**src/rtl/ta_train_ctrl_pkg.sv**
```systemverilog
// rtl/ta_train_ctrl_pkg.sv - shared types and constants for the Tsetlin clause trainer
package ta_train_ctrl_pkg;

    typedef enum logic [1:0] {
        ST_IDLE = 2'd0,
        ST_EVAL = 2'd1,
        ST_FEED = 2'd2,
        ST_DONE = 2'd3
    } state_t;

    localparam int N_FEAT_DEF  = 4;
    localparam int ST_BITS_DEF = 3;

    function automatic int ta_reset_val(input int st_bits);
        return (2 ** (st_bits - 1)) - 1;
    endfunction

    function automatic int ta_max(input int st_bits);
        return (2 ** st_bits) - 1;
    endfunction

    function automatic int n_lit(input int n_feat);
        return 2 * n_feat;
    endfunction

    // Negated literal of feature i sits N_FEAT positions above the plain one.
    function automatic int lit_neg_idx(input int i, input int n_feat);
        return i + n_feat;
    endfunction

    localparam int TA_RESET_VAL = ta_reset_val(ST_BITS_DEF);
    localparam int TA_MAX       = ta_max(ST_BITS_DEF);

endpackage

```
**src/rtl/ta_train_ctrl_counter.sv**
```systemverilog
// rtl/ta_train_ctrl_counter.sv - saturating Tsetlin automaton state counter
module ta_counter
    import ta_train_ctrl_pkg::*;
#(
    parameter int ST_BITS = ST_BITS_DEF
) (
    input  logic               i_clk,
    input  logic               i_reset,
    input  logic               i_inc,
    input  logic               i_dec,
    output logic [ST_BITS-1:0] o_state
);

    localparam logic [ST_BITS-1:0] RST_VAL = ST_BITS'(ta_reset_val(ST_BITS));
    localparam logic [ST_BITS-1:0] MAX_VAL = ST_BITS'(ta_max(ST_BITS));

    logic [ST_BITS-1:0] r_state;

    always_ff @(posedge i_clk) begin
        if (i_reset) begin
            r_state <= RST_VAL;
        end else if (i_inc && !i_dec && (r_state != MAX_VAL)) begin
            r_state <= r_state + ST_BITS'(1);
        end else if (i_dec && !i_inc && (r_state != '0)) begin
            r_state <= r_state - ST_BITS'(1);
        end
    end

    assign o_state = r_state;

endmodule

```
**src/rtl/ta_train_ctrl.sv**
```systemverilog
// rtl/ta_train_ctrl.sv - one-clause Tsetlin training sequencer (EVAL then per-TA feedback)
module ta_train_ctrl
    import ta_train_ctrl_pkg::*;
#(
    parameter int N_FEAT  = N_FEAT_DEF,
    parameter int ST_BITS = ST_BITS_DEF
) (
    input  logic                  i_clk,
    input  logic                  i_reset,
    input  logic                  i_start,
    input  logic [N_FEAT-1:0]     i_x,
    input  logic                  i_y,
    output logic                  o_busy,
    output logic                  o_done,
    output logic                  o_clause_out,
    output logic [2*N_FEAT-1:0]   o_include
);

    localparam int N_LIT  = n_lit(N_FEAT);
    localparam int K_BITS = $clog2(N_LIT);
    localparam logic [K_BITS-1:0] K_LAST = K_BITS'(N_LIT - 1);

    state_t              r_state;
    state_t              w_next;
    logic [N_FEAT-1:0]   r_x;
    logic                r_y;
    logic                r_clause;
    logic [K_BITS-1:0]   r_k;

    logic [N_LIT-1:0]    w_lit;
    logic [N_LIT-1:0]    w_include;
    logic [N_LIT-1:0]    w_inc;
    logic [N_LIT-1:0]    w_dec;
    logic                w_clause_eval;
    logic                w_inc_k;
    logic                w_dec_k;
    logic [ST_BITS-1:0]  w_ta_state [N_LIT];

    assign w_lit         = {~r_x, r_x};
    // A literal only constrains the clause when its TA includes it.
    assign w_clause_eval = &(w_lit | ~w_include);

    for (genvar g = 0; g < N_LIT; g++) begin : g_ta
        ta_counter #(.ST_BITS(ST_BITS)) u_ta (
            .i_clk   (i_clk),
            .i_reset (i_reset),
            .i_inc   (w_inc[g]),
            .i_dec   (w_dec[g]),
            .o_state (w_ta_state[g])
        );
        assign w_include[g] = w_ta_state[g][ST_BITS-1];
    end

    always_ff @(posedge i_clk) begin
        if (i_reset) begin
            r_state <= ST_IDLE;
        end else begin
            r_state <= w_next;
        end
    end

    always_comb begin
        w_next = r_state;
        case (r_state)
            ST_IDLE: if (i_start) w_next = ST_EVAL;
            ST_EVAL: w_next = ST_FEED;
            ST_FEED: if (r_k == K_LAST) w_next = ST_DONE;
            ST_DONE: w_next = ST_IDLE;
            default: w_next = ST_IDLE;
        endcase
    end

    always_comb begin
        w_inc_k = 1'b0;
        w_dec_k = 1'b0;
        if (r_state == ST_FEED) begin
            if (r_y) begin
                w_inc_k = r_clause && w_lit[r_k];
                w_dec_k = !(r_clause && w_lit[r_k]);
            end else begin
                w_inc_k = r_clause && !w_lit[r_k] && !w_include[r_k];
            end
        end
        w_inc = N_LIT'(w_inc_k) << r_k;
        w_dec = N_LIT'(w_dec_k) << r_k;
    end

    always_ff @(posedge i_clk) begin
        if (i_reset) begin
            r_x      <= '0;
            r_y      <= 1'b0;
            r_clause <= 1'b0;
            r_k      <= '0;
        end else begin
            case (r_state)
                ST_IDLE: begin
                    if (i_start) begin
                        r_x <= i_x;
                        r_y <= i_y;
                    end
                end
                ST_EVAL: begin
                    r_clause <= w_clause_eval;
                    r_k      <= '0;
                end
                ST_FEED: begin
                    if (r_k != K_LAST) r_k <= r_k + K_BITS'(1);
                end
                default: ;
            endcase
        end
    end

    assign o_busy       = (r_state != ST_IDLE);
    assign o_done       = (r_state == ST_DONE);
    assign o_clause_out = r_clause;
    assign o_include    = w_include;

endmodule

```
**config.mk**
```make
export PLATFORM = sky130hd
export DESIGN_NAME = ta_train_ctrl
export DESIGN_NICKNAME = d
export VERILOG_FILES = /design/src/rtl/ta_train_ctrl_pkg.sv /design/src/rtl/ta_train_ctrl_counter.sv /design/src/rtl/ta_train_ctrl.sv
export SDC_FILE = /design/constraint.sdc
export NUM_CORES = 1
export LEC_CHECK = 0
export BUFFER_PORTS_ARGS = -buffer_cell sky130_fd_sc_hd__buf_4
export CORE_ASPECT_RATIO = 1.75
export CORE_UTILIZATION = 60
export CTS_BUF_LIST = sky130_fd_sc_hd__clkbuf_8 sky130_fd_sc_hd__clkbuf_16
export DETAILED_ROUTE_END_ITERATION = 6
export GPL_TIMING_DRIVEN = 1
export HOLD_SLACK_MARGIN = 0.12
export PLACE_DENSITY = 0.89
export SYNTH_ARGS = -nofsm -noshare
export SYNTH_HDL_FRONTEND = slang
export SYNTH_SLANG_ARGS = --single-unit
```
**constraint.sdc**
```tcl
create_clock -name i_clk -period 5.22 [get_ports i_clk]
set_clock_uncertainty 0.15 [all_clocks]
set_input_delay 1.044 -clock i_clk [delete_from_list [all_inputs] [get_ports i_clk]]
set_output_delay 1.044 -clock i_clk [all_outputs]
set_load 0.1 [all_outputs]
```
Word level (Yosys, flattened, before mapping). Index checks and enable logic that the tools add are counted. W data, S select, Z words.

Word-level logic and storage cells: 158. Bits in registers: 35. Bits of input ports: 8.

Reductions and logical operators: 77. Bitwise logic cells: 3. Order comparisons: 1. $add $sub $neg: 17. Eq/ne operators: 16. Mux-type cells: 29. Shift-type cells: 2.

Operator list (count): $mux W3 (17); $logic_and A1 B1 Y1 (35); $add A3 B1 Y3 const B (9); $ne A3 B3 Y1 const B (9); $reduce_bool A3 Y1 (8); $sub A3 B1 Y3 const B (8); $reduce_bool A2 Y1 (10); $logic_not A1 Y1 (19); $shl A1 B3 Y8 (2); $not A8 Y8 (1); $or A8 B8 Y8 (1); $pmux W2 S4 (1); $reduce_and A8 Y1 (1); $bmux W1 S3 (2); $mux W1 (6); $pmux W3 S2 (1); $reduce_and A2 Y1 (3); $eq A2 B2 Y1 const B (2); $lt A3 B4 Y1 const B (1); $mux W2 (2); $ne A2 B2 Y1 const B (2); $not A4 Y4 (1); $eq A3 B3 Y1 const B (1); $eq A2 B1 Y1 const B (1); 2 further kinds (2).

Logic depth before layout (Yosys ltp). Gate-level depths: netlist of run 1.

Depth after elaboration: 14. Mapped depth: 13. Mapped depth without buffers: 11.

By module. Synthesis of run 1 repeated with hierarchy kept, for this count alone.

Cells, all modules: 301. Area total of the unflattened synthesis: 2566.2 um^2.

By module, submodules not included: ta_counter at g_ta[0].u_ta ... (area an instance 202.7 um^2, times used 5, sequential area each 60.1 um^2, cells an instance 23); ta_train_ctrl (area an instance 839.6 um^2, times used 1, sequential area each 220.2 um^2, cells an instance 105); ta_counter at g_ta[5].u_ta ... (area an instance 237.7 um^2, times used 3, sequential area each 60.1 um^2, cells an instance 27).

Least setup slack after synthesis of run 1. Ideal clock, no wire load.

Kind: register to register. Start point: register r_k[0]. End point: register g_ta[0].u_ta.r_state[2]. Path slack: 1.534 ns. Arrival time: 3.413 ns. Cell stages (with the launch flop): 13. Required time: 4.947 ns. Cell sequence: dfxtp_1 buf_2 mux4_2 ha_1 nor2b_1 nand2_1 a21oi_1 nand2_1 fa_1 nor3b_1 a21oi_1 or4_1 mux2_1.

Longest elaborated chain between the ends: 12.

RTL lines: start: declaration (line ta_train_ctrl.sv:28) `logic [K_BITS-1:0] r_k;`; start signal: assignment (line ta_train_ctrl.sv:107) `if (r_k != K_LAST) r_k <= r_k + K_BITS'(1);`; $bmux W1 S3 (line ta_train_ctrl.sv:78, ta_train_ctrl.sv:79, ta_train_ctrl.sv:81); $mux W1 (implied by the code) (line ta_train_ctrl.sv:78, ta_train_ctrl.sv:79, ta_train_ctrl.sv:81); $logic_not A1 Y1 (line ta_train_ctrl.sv:81) `w_inc_k = r_clause && !w_lit[r_k] && !w_include[r_k];`; $logic_and A1 B1 Y1 (2 in a row) (line ta_train_ctrl.sv:81); $mux W1 (line ta_train_ctrl.sv:77) `if (r_y) begin`; $mux W1 (line ta_train_ctrl.sv:76) `if (r_state == ST_FEED) begin`; $shl A1 B3 Y8 (line ta_train_ctrl.sv:84) `w_inc = N_LIT'(w_inc_k) << r_k;`; $logic_not A1 Y1 (line ta_train_ctrl_counter.sv:24) `end else if (i_dec && !i_inc && (r_state != '0)) begin`; $logic_and A1 B1 Y1 (2 in a row) (line ta_train_ctrl_counter.sv:24); $reduce_bool A2 Y1 (no line); end signal: assignment (line ta_train_ctrl_counter.sv:23) `r_state <= r_state + ST_BITS'(1);`; end signal: assignment (line ta_train_ctrl_counter.sv:25) `r_state <= r_state - ST_BITS'(1);`; end: declaration (line ta_train_ctrl_counter.sv:17) `logic [ST_BITS-1:0] r_state;`.

Parallel ways exist; a longest one is shown, timed or not. The select of a mux whose other input is x is not followed. A chain may end at the register's enable or synchronous reset.

Final worst setup path of run 1. Ends and elaborated chain as after synthesis.

==> metrics.md, run 1 <==
| Metric | Value |
|---|---|
| Status | `finished clean` |
| Synth Area in Simple Gates | `0.272` |
| Reg area | `701 um^2` |
| CTS sink count | `35` |
| RSZ-0062 raised after global routing | `false` |
| Dominant synthesized flop cell | `dfxtp_1` |
| GRT Total Usage | `0.272` |
| Internal Power | `472 uW` |
| DRC Markers | `0` |
| Netlist cell types | `57` |
| YS warnings | `0` |
| CP Launch Type | `flop` |
| TritonCTS clock tree | `yes` |
| Clk pin slew, worst setup/hold paths | `70 ps` |
| Number of flops mapped to enable cells by yosys | `0` |
| CP peak stage delay | `630 ps` |
| Nets | `about 320` |
| Worst slew margin | `0.478` |
| Placed instance count | `339` |
| CTS Buffer Depth | `2` |
| H-tree levels | `2` |
| LEAKAGE | `0.927 nW` |
| Multi-input combinational cell area | `1630 um^2` |
| Adder-cell share of the synthesized area | `0.105` |
| Resize count post-CTS | `0` |
| Net Sw Frac | `0.416` |
| Mux cell area share after synthesis | `0.0942` |
| Area growth from synthesis to layout | `6.20%` |
| Number of setup buffers added after CTS | `0` |
| Largest family of logic cells by synthesized area | `simple AND/OR/NAND/NOR gates` |
| Initial antenna violation count | `0` |
| Initial Util | `0.636` |
| Clock power share | `0.233` |
| Worst-skew pair later-pin latency | `290 ps` |
| Synth Register Bits | `35` |
| Synth Area per Inst | `8.48 um^2` |
| Final Wtd Congestion | `0.962` |
| Pin count of the biggest net entering global routing | `slightly below 50` |
| Vias in the first global route | `roughly 2,000` |
| Via count | `2,159` |
| Hold Path Sink | `r_x[3]` |
| # Max-Cap Violations | `0` |
| Wire length per cell | `approximately 16 um` |
| # diodes | `0` |
| WP data arrival | `roughly 4100 ps` |
| Total congestion overflow | `0` |
| Routed Antenna Nets | `0` |
| Die Y | `87.1 um` |
| Hold Vio Cnt, Final | `0` |
| Pwr dens | `306 nW/um^2` |
| Final WS setup | `between 1000 and 1500 ps` |
| Routed WL | `5.39 mm` |
| Crit-path max FO | `14` |
| Pre-Repair DR Iteration Count | `5` |
| Setup tns final | `0 ps` |
| Largest delay contributor family on the critical path | `simple AND/OR/NAND/NOR gates` |
| HP Class | `reg2reg` |
| Slowest stage cell, crit path | `dfxtp_1` |
| WP buf/inv | `0` |
| Synthesized area | `2480 um^2` |
| Post-synth ARST share | `0` |
| Crit share post-route | `0.770` |
| Fin cells | `around 350` |
| Iteration-0 DRC Markers | `50` |
| Comb power frac | `0.358` |
| Synth Area in Compound Gates | `0.157` |
| Root Buffer | `clkbuf_8` |
| Yosys top cell by area | `dfxtp_1` |
| Cts bufs inserted | `5` |
| Fillers | `337` |
| Slew at the pin closest to its max-slew limit | `782 ps` |
| Setup CP Type | `reg2reg` |
| Core ar. | `3900 um^2` |
| Synth top area cells | `dfxtp_1 (28%), fa_1 (6.4%), mux2i_1 (5.6%)` |
| R2R depth | `11` |
| Setup crit end kind | `flop` |
| Hold Worst Slack | `343 ps` |
| P_sw | `335 uW` |
| Yosys top cell area share | `0.282` |
| IO Pins | `19` |
| CP Cell Sequence | `mux4_2 > ha_1 > nor2b_1 > nand2_1 > a21oi_1 > nand2_1 > fa_1 > nor3b_1 > a21oi_1 > or4_1 > mux2_1` |
| Max-slew violations | `0` |
| Mapped Nets | `317` |
| Num rows | `30` |
| Vias/cell | `6.22` |
| Max VDD drop | `430 uV` |
| Layout cells sized above 1 | `0.120` |
| Min-delay src | `r_x[3]` |
| Crit Reg-Reg Startpoint | `r_k[0]` |
| Seq pwr share | `0.409` |
| PortBufs | `18` |
| Place WS | `between 1000 and 1500 ps` |
| First-pass GRT wire length | `9.05 mm` |
| Setup slack, reg-to-reg | `1200 ps` |
| Hold depth | `2` |
| Post-Synth XOR/XNOR Area | `0.0282` |
| Min Tclk post-route | `4020 ps` |
| Die width | `between 50 and 60 um` |
| Final HPWL DP | `3.84 mm` |
| Mapped Cells | `293` |
| Reg2reg end | `g_ta[0].u_ta.o_state[2]` |
| # hold bufs at CTS | `0` |
| Full die area | `4410 um^2` |
| Sequential share of the synthesized area | `0.282` |
| WP data required | `5250 ps` |
| F_max | `249 MHz` |
| Setup Viol. Count Final | `0` |
-- layout by cell type (no fill, tap or decap), types with 2 or more instances in the layout --
master	instances
nand4_1	4
nand3_1	12
a211oi_1	3
nand2_1	22
nor3b_1	3
o2111ai_1	2
nor4_1	3
o21ai_0	6
nor3_1	11
ha_1	8
mux2i_1	14
a211o_1	4
clkbuf_8	5
a21oi_1	11
xor2_1	5
and3_1	3
inv_1	10
nand2b_1	11
a31oi_1	8
xnor2_1	3
a22oi_1	2
buf_4	18
o31ai_1	2
dfxtp_1	35
nand3b_1	3
mux2_2	4
a22o_1	4
fa_1	8
nor2b_1	14
nor2_1	36
-- area by class of cell --
cell class,count,area share
tap,48,0.0228
inverter,8,0.0114
clock buffer,5,0.0261
sequential,35,0.266
multi-input combinational,230,0.618
clock inverter,3,0.00474
timing repair buffer,18,0.0512
-- Yosys cell counts (all sizes together) (2+ instances only) --
| master | number |
|---|---|
| a211oi | 3 |
| nand3b | 3 |
| fa | 8 |
| nor2b | 14 |
| nand4 | 4 |
| o2111ai | 2 |
| or2 | 2 |
| nor3 | 12 |
| o31ai | 2 |
| ha | 8 |
| mux2i | 14 |
| a211o | 4 |
| a31oi | 8 |
| xor2 | 5 |
| nor2 | 36 |
| buf | 14 |
| nor4 | 3 |
| mux2 | 6 |
| clkbuf | 6 |
| xnor2 | 3 |
| nor3b | 4 |
| a22o | 4 |
| nand2 | 22 |
| dfxtp | 35 |
| a21oi | 11 |
| o21ai | 6 |
| a22oi | 2 |
| inv | 8 |
| nand3 | 12 |
| and3 | 3 |
| nand2b | 11 |
-- through the flow --
stage	instance area, um^2	utilization	power, mW
after floorplan	2480	-	0.569
after global placement	2560	0.655	0.613
after detailed placement	2560	0.655	0.622
after CTS	2640	0.676	0.810
after global routing	2640	0.676	0.849
final	2640	0.676	0.807
-- worst max path at each step --
stage / cells past startpoint / startpoint / to / slack (ps)
CTS: 11 / r_k[0] / g_ta[0].u_ta.o_state[2] / 1210
finish: 11 / r_k[0] / g_ta[0].u_ta.o_state[2] / 1200
global placement: 11 / r_k[0] / g_ta[0].u_ta.o_state[2] / 1330
floorplan: 12 / r_k[0] / g_ta[0].u_ta.o_state[2] / 1530
detailed placement: 11 / r_k[1] / g_ta[0].u_ta.o_state[2] / 1240
global route: 11 / r_k[0] / g_ta[0].u_ta.o_state[2] / 880
-- registers in the layout, summed over array words and instances, names as in the netlist --
name	flops
r_y	1
r_x	4
r_state	2
o_clause_out	1
r_k	3
g_ta.u_ta.o_state	24
-- per-layer routing --
layer / track usage / part of all wire / vias to the layer above
met2: 0.479 / 0.54 / 51
met5: 0 / 0 / -
met3: 0.0489 / 0.023 / 16
li1: - / - / 1047
met4: 0.159 / 0.033 / 0
met1: 0.299 / 0.40 / 1045
-- worst register-to-register path, delay by kind of cell, from the launching register on --
family	cells	cell delay [ps]
AOI/OAI and AO/OA	2	330
adders and majority gates	2	830
DFF	1	630
muxes	2	890
and+or+nand+nor	5	1080
-- power by group through the flow --
stage	registers [mW]	clock network, mW	logic [mW]
finish	0.330	0.188	0.289
global route	0.336	0.200	0.313
CTS	0.329	0.191	0.289
detailed placement	0.335	0	0.287
global placement	0.334	0	0.278
floorplan	0.343	0	0.226
-- cells by family (layout without fill, tap and decap cells) --
| kind of cell | Yosys count | count (layout) |
|---|---|---|
| AOI/OAI and AO/OA | 54 | 54 |
| xor gates and xnor gates | 8 | 8 |
| adders and majority gates | 16 | 16 |
| buffers and inverters | 28 | 34 |
| DFF | 35 | 35 |
| muxes | 21 | 21 |
| and+or+nand+nor | 131 | 131 |
Note: power is estimated with default switching activity, not from simulation.
==> run 2: changes to the inputs <==
- clock period: 5.22 -> 4.16 ns (I/O delays scaled with it)
==> run 2 against run 1 <==
Via count is 1.4% higher. Sequential power is 23% higher. Global-route usage is 0.069 points higher. Utilization is 0.87 points higher. Critical path depth stayed put. Critical endpoint unchanged. Largest cell class unchanged. Highest routed layer unchanged.
==> metrics.md, run 2 (synthesis results as in run 1) <==
| Metric | Value |
|---|---|
| Status | `finished clean (unchanged)` |
| Top layer in use | `met4 (unchanged)` |
| F_max | `273 MHz (was 249 MHz)` |
| Min Tclk post-route | `3660 ps (was 4020 ps)` |
| WP data required | `4200 ps (was 5250 ps)` |
| P_sw | `433 uW (was 335 uW)` |
| Place WS | `538 ps (was 1240 ps)` |
| First-pass GRT wire length | `9.11 mm (was 9.05 mm)` |
| Crit share post-route | `0.880 (was 0.770)` |
| GRT Total Usage | `0.273 (was 0.272)` |
| Num rows | `30 (unchanged)` |
| Final Wtd Congestion | `0.949 (was 0.962)` |
| Vias in the first global route | `1,983 (was 1,946)` |
| Slew at the pin closest to its max-slew limit | `684 ps (was 782 ps)` |
| Setup crit end kind | `flop (unchanged)` |
| Comb power frac | `0.368 (was 0.358)` |
| PortBufs | `18 (unchanged)` |
| Largest delay contributor family on the critical path | `simple AND/OR/NAND/NOR gates (unchanged)` |
| Area growth from synthesis to layout | `7.56% (was 6.20%)` |
| Pwr dens | `386 nW/um^2 (was 306 nW/um^2)` |
| Setup CP Type | `reg2reg (unchanged)` |
| Cts bufs inserted | `5 (unchanged)` |
| IO Pins | `19 (unchanged)` |
| Vias/cell | `6.24 (was 6.22)` |
| H-tree levels | `2 (unchanged)` |
| Internal Power | `599 uW (was 472 uW)` |
| Wire length per cell | `15.4 um (was 15.5 um)` |
| Number of setup buffers added after CTS | `0 (unchanged)` |
| Crit-path max FO | `11 (was 14)` |
| Core ar. | `3900 um^2 (unchanged)` |
| Worst-skew pair later-pin latency | `300 ps (was 290 ps)` |
| Hold Vio Cnt, Final | `0 (unchanged)` |
| Slowest stage cell, crit path | `dfxtp_1 (unchanged)` |
| Seq pwr share | `0.393 (was 0.409)` |
| WP buf/inv | `0 (unchanged)` |
| Clock power share | `0.239 (was 0.233)` |
| # diodes | `0 (unchanged)` |
| LEAKAGE | `0.944 nW (was 0.927 nW)` |
| TritonCTS clock tree | `yes (unchanged)` |
| Die Y | `87.1 um (unchanged)` |
| Pwr Total | `1.03 mW (was 807 uW)` |
| Commonest non-fill, non-tap cell in the layout | `nor2_1 (unchanged)` |
| Full die area | `4410 um^2 (unchanged)` |
| Clk pin slew, worst setup/hold paths | `80 ps (was 70 ps)` |
| Via count | `2,190 (was 2,159)` |
| Setup Viol. Count Final | `0 (unchanged)` |
| Initial antenna violation count | `0 (unchanged)` |
| Resize count post-CTS | `0 (unchanged)` |
| Routed Antenna Nets | `0 (unchanged)` |
| CP peak stage delay | `580 ps (was 630 ps)` |
| Hold Worst Slack | `358 ps (was 343 ps)` |
| Iteration-0 DRC Markers | `61 (was 50)` |
| Commonest cells after routing, fill and taps aside | `nor2_1 (36), dfxtp_1 (35), nand2_1 (22), buf_4 (22) (was nor2_1 (36), dfxtp_1 (35), nand2_1 (22))` |
| CP Launch Type | `flop (unchanged)` |
| CTS sink count | `35 (unchanged)` |
| Detailed-routing wirelength on met1 | `2.09 mm (was 2.16 mm)` |
| RSZ-0062 raised after global routing | `false (unchanged)` |
| Fin cells | `351 (was 347)` |
| HP Class | `reg2reg (unchanged)` |
| DRC Markers | `0 (unchanged)` |
| Nets | `326 (was 322)` |
| Max FFs per register | `24 (unchanged)` |
| Final HPWL DP | `3.97 mm (was 3.84 mm)` |
| Routed wl met2 | `2.94 mm (was 2.92 mm)` |
| CP Cell Sequence | `mux4_2 > ha_1 > nor2b_1 > nand2_1 > a21oi_1 > nand2_1 > fa_1 > nor3b_1 > a21oi_1 > or4_1 > mux2_1 (unchanged)` |
| Final WS setup | `499 ps (was 1200 ps)` |
| Net Sw Frac | `0.420 (was 0.416)` |
| # hold bufs at CTS | `0 (unchanged)` |
| Setup tns final | `0 ps (unchanged)` |
| Met3 Routed Length | `163 um (was 124 um)` |
| Pre-Repair DR Iteration Count | `5 (unchanged)` |
| Max VDD drop | `649 uV (was 430 uV)` |
| Root Buffer | `clkbuf_8 (unchanged)` |
| Routed WL | `5.42 mm (was 5.39 mm)` |
| Die width | `50.6 um (unchanged)` |
| Total congestion overflow | `0 (unchanged)` |
| # Max-Cap Violations | `0 (unchanged)` |
| WP data arrival | `3700 ps (was 4050 ps)` |
| Initial Util | `0.636 (unchanged)` |
| Worst slew margin | `0.544 (was 0.478)` |
| Pin count of the biggest net entering global routing | `49 (unchanged)` |
| Placed instance count | `343 (was 339)` |
| Layout cells sized above 1 | `0.135 (was 0.120)` |
| CTS Buffer Depth | `2 (unchanged)` |
| Max-slew violations | `0 (unchanged)` |
run 2: power by group through the flow:
stage | Clock (mW) | Combinational, mW | Sequential, mW
4_1_cts | 0.250 | 0.379 | 0.404
6_report | 0.246 | 0.380 | 0.405
3_3_place_gp | 0 | 0.367 | 0.409
3_5_place_dp | 0 | 0.376 | 0.411
5_1_grt | 0.263 | 0.410 | 0.409
2_1_floorplan | 0 | 0.284 | 0.430
run 2: final cells by class:
class	instances	area, um^2
Fill cell	310	1230
Tap cell	48	60.1
Timing Repair Buffer	22	165
Clock buffer	5	68.8
Sequential cell	35	701
Multi-Input combinational cell	230	1630
Inverter	8	30.0
Clock inverter	3	16.3
run 2: final timing paths:
kind              cells past startpoint  slack (ps)   start                       to
setup / recovery                     11         500  r_k[1]  g_ta[0].u_ta.o_state[2]
hold / removal                        2         360  r_x[2]                   r_x[2]
setup reg to reg                     11         500  r_k[1]  g_ta[0].u_ta.o_state[2]
hold reg to reg                       2         360  r_x[2]                   r_x[2]
run 2: per-stage QoR:
step / area [um^2] / util
2_1_floorplan: 2480 / -
3_3_place_gp: 2590 / 0.663
3_5_place_dp: 2590 / 0.663
4_1_cts: 2670 / 0.684
5_1_grt: 2670 / 0.684
6_report: 2670 / 0.684
run 2: tightest hold or removal path, delay by kind of cell (launching register included):
| family | cells | cell delay [ps] |
|---|---|---|
| flip-flops | 1 | 340 |
| AO/OA/AOI/OAI | 1 | 50 |
| AND/OR/NAND/NOR | 1 | 70 |
run 2: routing by layer:
metal	vias to the layer above	track usage
li1	1054	-
met1	1047	0.297
met2	65	0.490
met3	24	0.0401
met4	0	0.157
met5	-	0
==> run 3: changes to the inputs <==
- RECOVER_POWER: not set -> 100
==> run 3 against run 2 <==
Utilization decreased by 1.2 points. Clock power about the same. Die area unchanged. Critical path type unchanged.
==> metrics.md, run 3 (synthesis results as in run 1) <==
| Metric | Value |
|---|---|
| Status | `finished clean (unchanged)` |
| Initial Util | `0.636 (unchanged)` |
| Pre-Repair DR Iteration Count | `4 (was 5)` |
| Cts bufs inserted | `5 (unchanged)` |
| IO Pins | `19 (unchanged)` |
| Pwr dens | `387 nW/um^2 (was 386 nW/um^2)` |
| M1 GR Usage | `0.297 (unchanged)` |
| Via count | `2,187 (was 2,190)` |
| Hold Vio Cnt, Final | `0 (unchanged)` |
| Worst slew margin | `0.200 (was 0.544)` |
| Max VDD drop | `627 uV (was 649 uV)` |
| P_sw | `434 uW (was 433 uW)` |
| LEAKAGE | `0.897 nW (was 0.944 nW)` |
| Clock power share | `0.243 (was 0.239)` |
| Multi-input combinational cell area | `1630 um^2 (unchanged)` |
| Final Wtd Congestion | `0.949 (unchanged)` |
| GRT Total Usage | `0.273 (unchanged)` |
| CTS Buffer Depth | `2 (unchanged)` |
| Root Buffer | `clkbuf_8 (unchanged)` |
| Iteration-0 DRC Markers | `65 (was 61)` |
| Resize count post-CTS | `0 (unchanged)` |
| Area growth from synthesis to layout | `5.74% (was 7.56%)` |
| Hold depth | `2 (unchanged)` |
| Comb power frac | `0.359 (was 0.368)` |
| CTS sink count | `35 (unchanged)` |
| Met3 GRT Util | `0.0401 (unchanged)` |
| RSZ-0062 raised after global routing | `false (unchanged)` |
| CP peak stage delay | `580 ps (about the same)` |
| Crit Reg-Reg Startpoint | `r_k[1] (unchanged)` |
| Clk pin slew, worst setup/hold paths | `80 ps (about the same)` |
| HP Class | `reg2reg (unchanged)` |
| Min-delay src | `r_x[2] (unchanged)` |
| # hold bufs at CTS | `0 (unchanged)` |
| WP data arrival | `3790 ps (was 3700 ps)` |
| Net Sw Frac | `0.426 (was 0.420)` |
| Layout cells sized above 1 | `0.0924 (was 0.135)` |
| Met2 usage | `0.490 (unchanged)` |
| H-tree levels | `2 (unchanged)` |
| CP Cell Sequence | `buf_4 > mux2i_1 > a22o_1 > or2_0 > nand2_1 > a21oi_1 > nand2_1 > fa_1 > nor3b_1 > a21oi_1 > or4_1 > mux2_1 (was mux4_2 > ha_1 > nor2b_1 > nand2_1 > a21oi_1 > nand2_1 > fa_1 > nor3b_1 > a21oi_1 > or4_1 > mux2_1)` |
| Total congestion overflow | `0 (unchanged)` |
| Die width | `50.6 um (unchanged)` |
| Num rows | `30 (unchanged)` |
| Routed WL | `5.44 mm (was 5.42 mm)` |
| F_max | `267 MHz (was 273 MHz)` |
| TritonCTS clock tree | `yes (unchanged)` |
| Max-slew violations | `0 (unchanged)` |
| Setup slack, reg-to-reg | `410 ps (was 500 ps)` |
| Hold Worst Slack | `359 ps (was 358 ps)` |
| Fillers | `322 (was 310)` |
| # Max-Cap Violations | `0 (unchanged)` |
| DRC Markers | `0 (unchanged)` |
| # diodes | `0 (unchanged)` |
| Setup crit end kind | `flop (unchanged)` |
| Final WS setup | `411 ps (was 499 ps)` |
| R2R depth | `12 (was 11)` |
| Final HPWL DP | `3.97 mm (unchanged)` |
| Routed Antenna Nets | `0 (unchanged)` |
| First-pass GRT wire length | `9.11 mm (unchanged)` |
| Min Tclk post-route | `3750 ps (was 3660 ps)` |
| Vias/cell | `6.23 (was 6.24)` |
| Core ar. | `3900 um^2 (unchanged)` |
| Commonest non-fill, non-tap cell in the layout | `nor2_1 (unchanged)` |
| Worst-skew pair later-pin latency | `300 ps (about the same)` |
| CP Launch Type | `flop (unchanged)` |
| PortBufs | `18 (unchanged)` |
| Commonest cells after routing, fill and taps aside | `nor2_1 (36), dfxtp_1 (35), nand2_1 (22) (was nor2_1 (36), dfxtp_1 (35), nand2_1 (22), buf_4 (22))` |
| Max FFs per register | `24 (unchanged)` |
| WP data required | `4200 ps (about the same)` |
| Internal Power | `584 uW (was 599 uW)` |
| Full die area | `4410 um^2 (unchanged)` |
| Number of setup buffers added after CTS | `0 (unchanged)` |
| Crit-path max FO | `11 (unchanged)` |
| GRT busiest layer | `met2 (unchanged)` |
| Place WS | `538 ps (unchanged)` |
| Reg2reg end | `g_ta[0].u_ta.o_state[2] (unchanged)` |
| Pin count of the biggest net entering global routing | `49 (unchanged)` |
| Vias in the first global route | `1,983 (unchanged)` |
| Reg area | `701 um^2 (unchanged)` |
| Seq pwr share | `0.398 (was 0.393)` |
| Setup Viol. Count Final | `0 (unchanged)` |
| Wire length per cell | `15.5 um (was 15.4 um)` |
| Slowest stage cell, crit path | `dfxtp_1 (unchanged)` |
| Slew at the pin closest to its max-slew limit | `1210 ps (was 684 ps)` |
| Setup CP Type | `reg2reg (unchanged)` |
| Hold Path Sink | `r_x[2] (unchanged)` |
| Nets | `326 (unchanged)` |
| Setup tns final | `0 ps (unchanged)` |
| Initial antenna violation count | `0 (unchanged)` |
| Die Y | `87.1 um (unchanged)` |
| Crit share post-route | `0.901 (was 0.880)` |
==> run 3: layout make-up <==
type / instances / share of cell area
tap: 48 / 0.0229
sequential: 35 / 0.267
timing repair buffer: 22 / 0.0457
inverter: 8 / 0.0114
clock inverter: 3 / 0.00619
clock buffer: 5 / 0.0262
multi-input combinational: 230 / 0.621
==> run 3: routing by layer <==
metal,vias up,wire length (um)
met4,0,294
met1,1036,2080
li1,1052,-
met5,-,0
met2,70,2880
met3,29,183
==> run 3: worst max-delay path, delay by kind of cell, from the launching register on <==
kind | cells | cell delay, ps
simple gates | 5 | 1200
flops | 1 | 580
buf+inv | 1 | 240
mux | 2 | 500
fa+ha+maj | 1 | 470
compound gates | 3 | 490
==> run 3: through the flow <==
stage          cells  power, mW   util  area [um^2]
2_1_floorplan    293      0.714      -         2480
3_3_place_gp     343      0.776  0.663         2590
3_5_place_dp     343      0.787  0.663         2590
4_1_cts          351       1.03  0.684         2670
5_1_grt          351       1.07  0.673         2630
6_report         351       1.02  0.673         2630
==> run 3: worst max-delay path by stage <==
stage            from                       to  depth (start not counted)
2_1_floorplan  r_k[0]  g_ta[0].u_ta.o_state[2]                         12
3_3_place_gp   r_k[1]  g_ta[0].u_ta.o_state[2]                         12
3_5_place_dp   r_k[1]  g_ta[0].u_ta.o_state[2]                         11
4_1_cts        r_k[1]  g_ta[0].u_ta.o_state[2]                         11
5_1_grt        r_k[0]  g_ta[0].u_ta.o_state[2]                         12
6_report       r_k[1]  g_ta[0].u_ta.o_state[2]                         12
==> run 3: power by group through the flow <==
stage / Combinational, mW / Clock (mW) / Sequential (mW)
detailed placement: 0.376 / 0 / 0.411
global route: 0.395 / 0.263 / 0.409
finish: 0.365 / 0.247 / 0.405
floorplan: 0.284 / 0 / 0.430
CTS: 0.379 / 0.250 / 0.404
global placement: 0.367 / 0 / 0.409
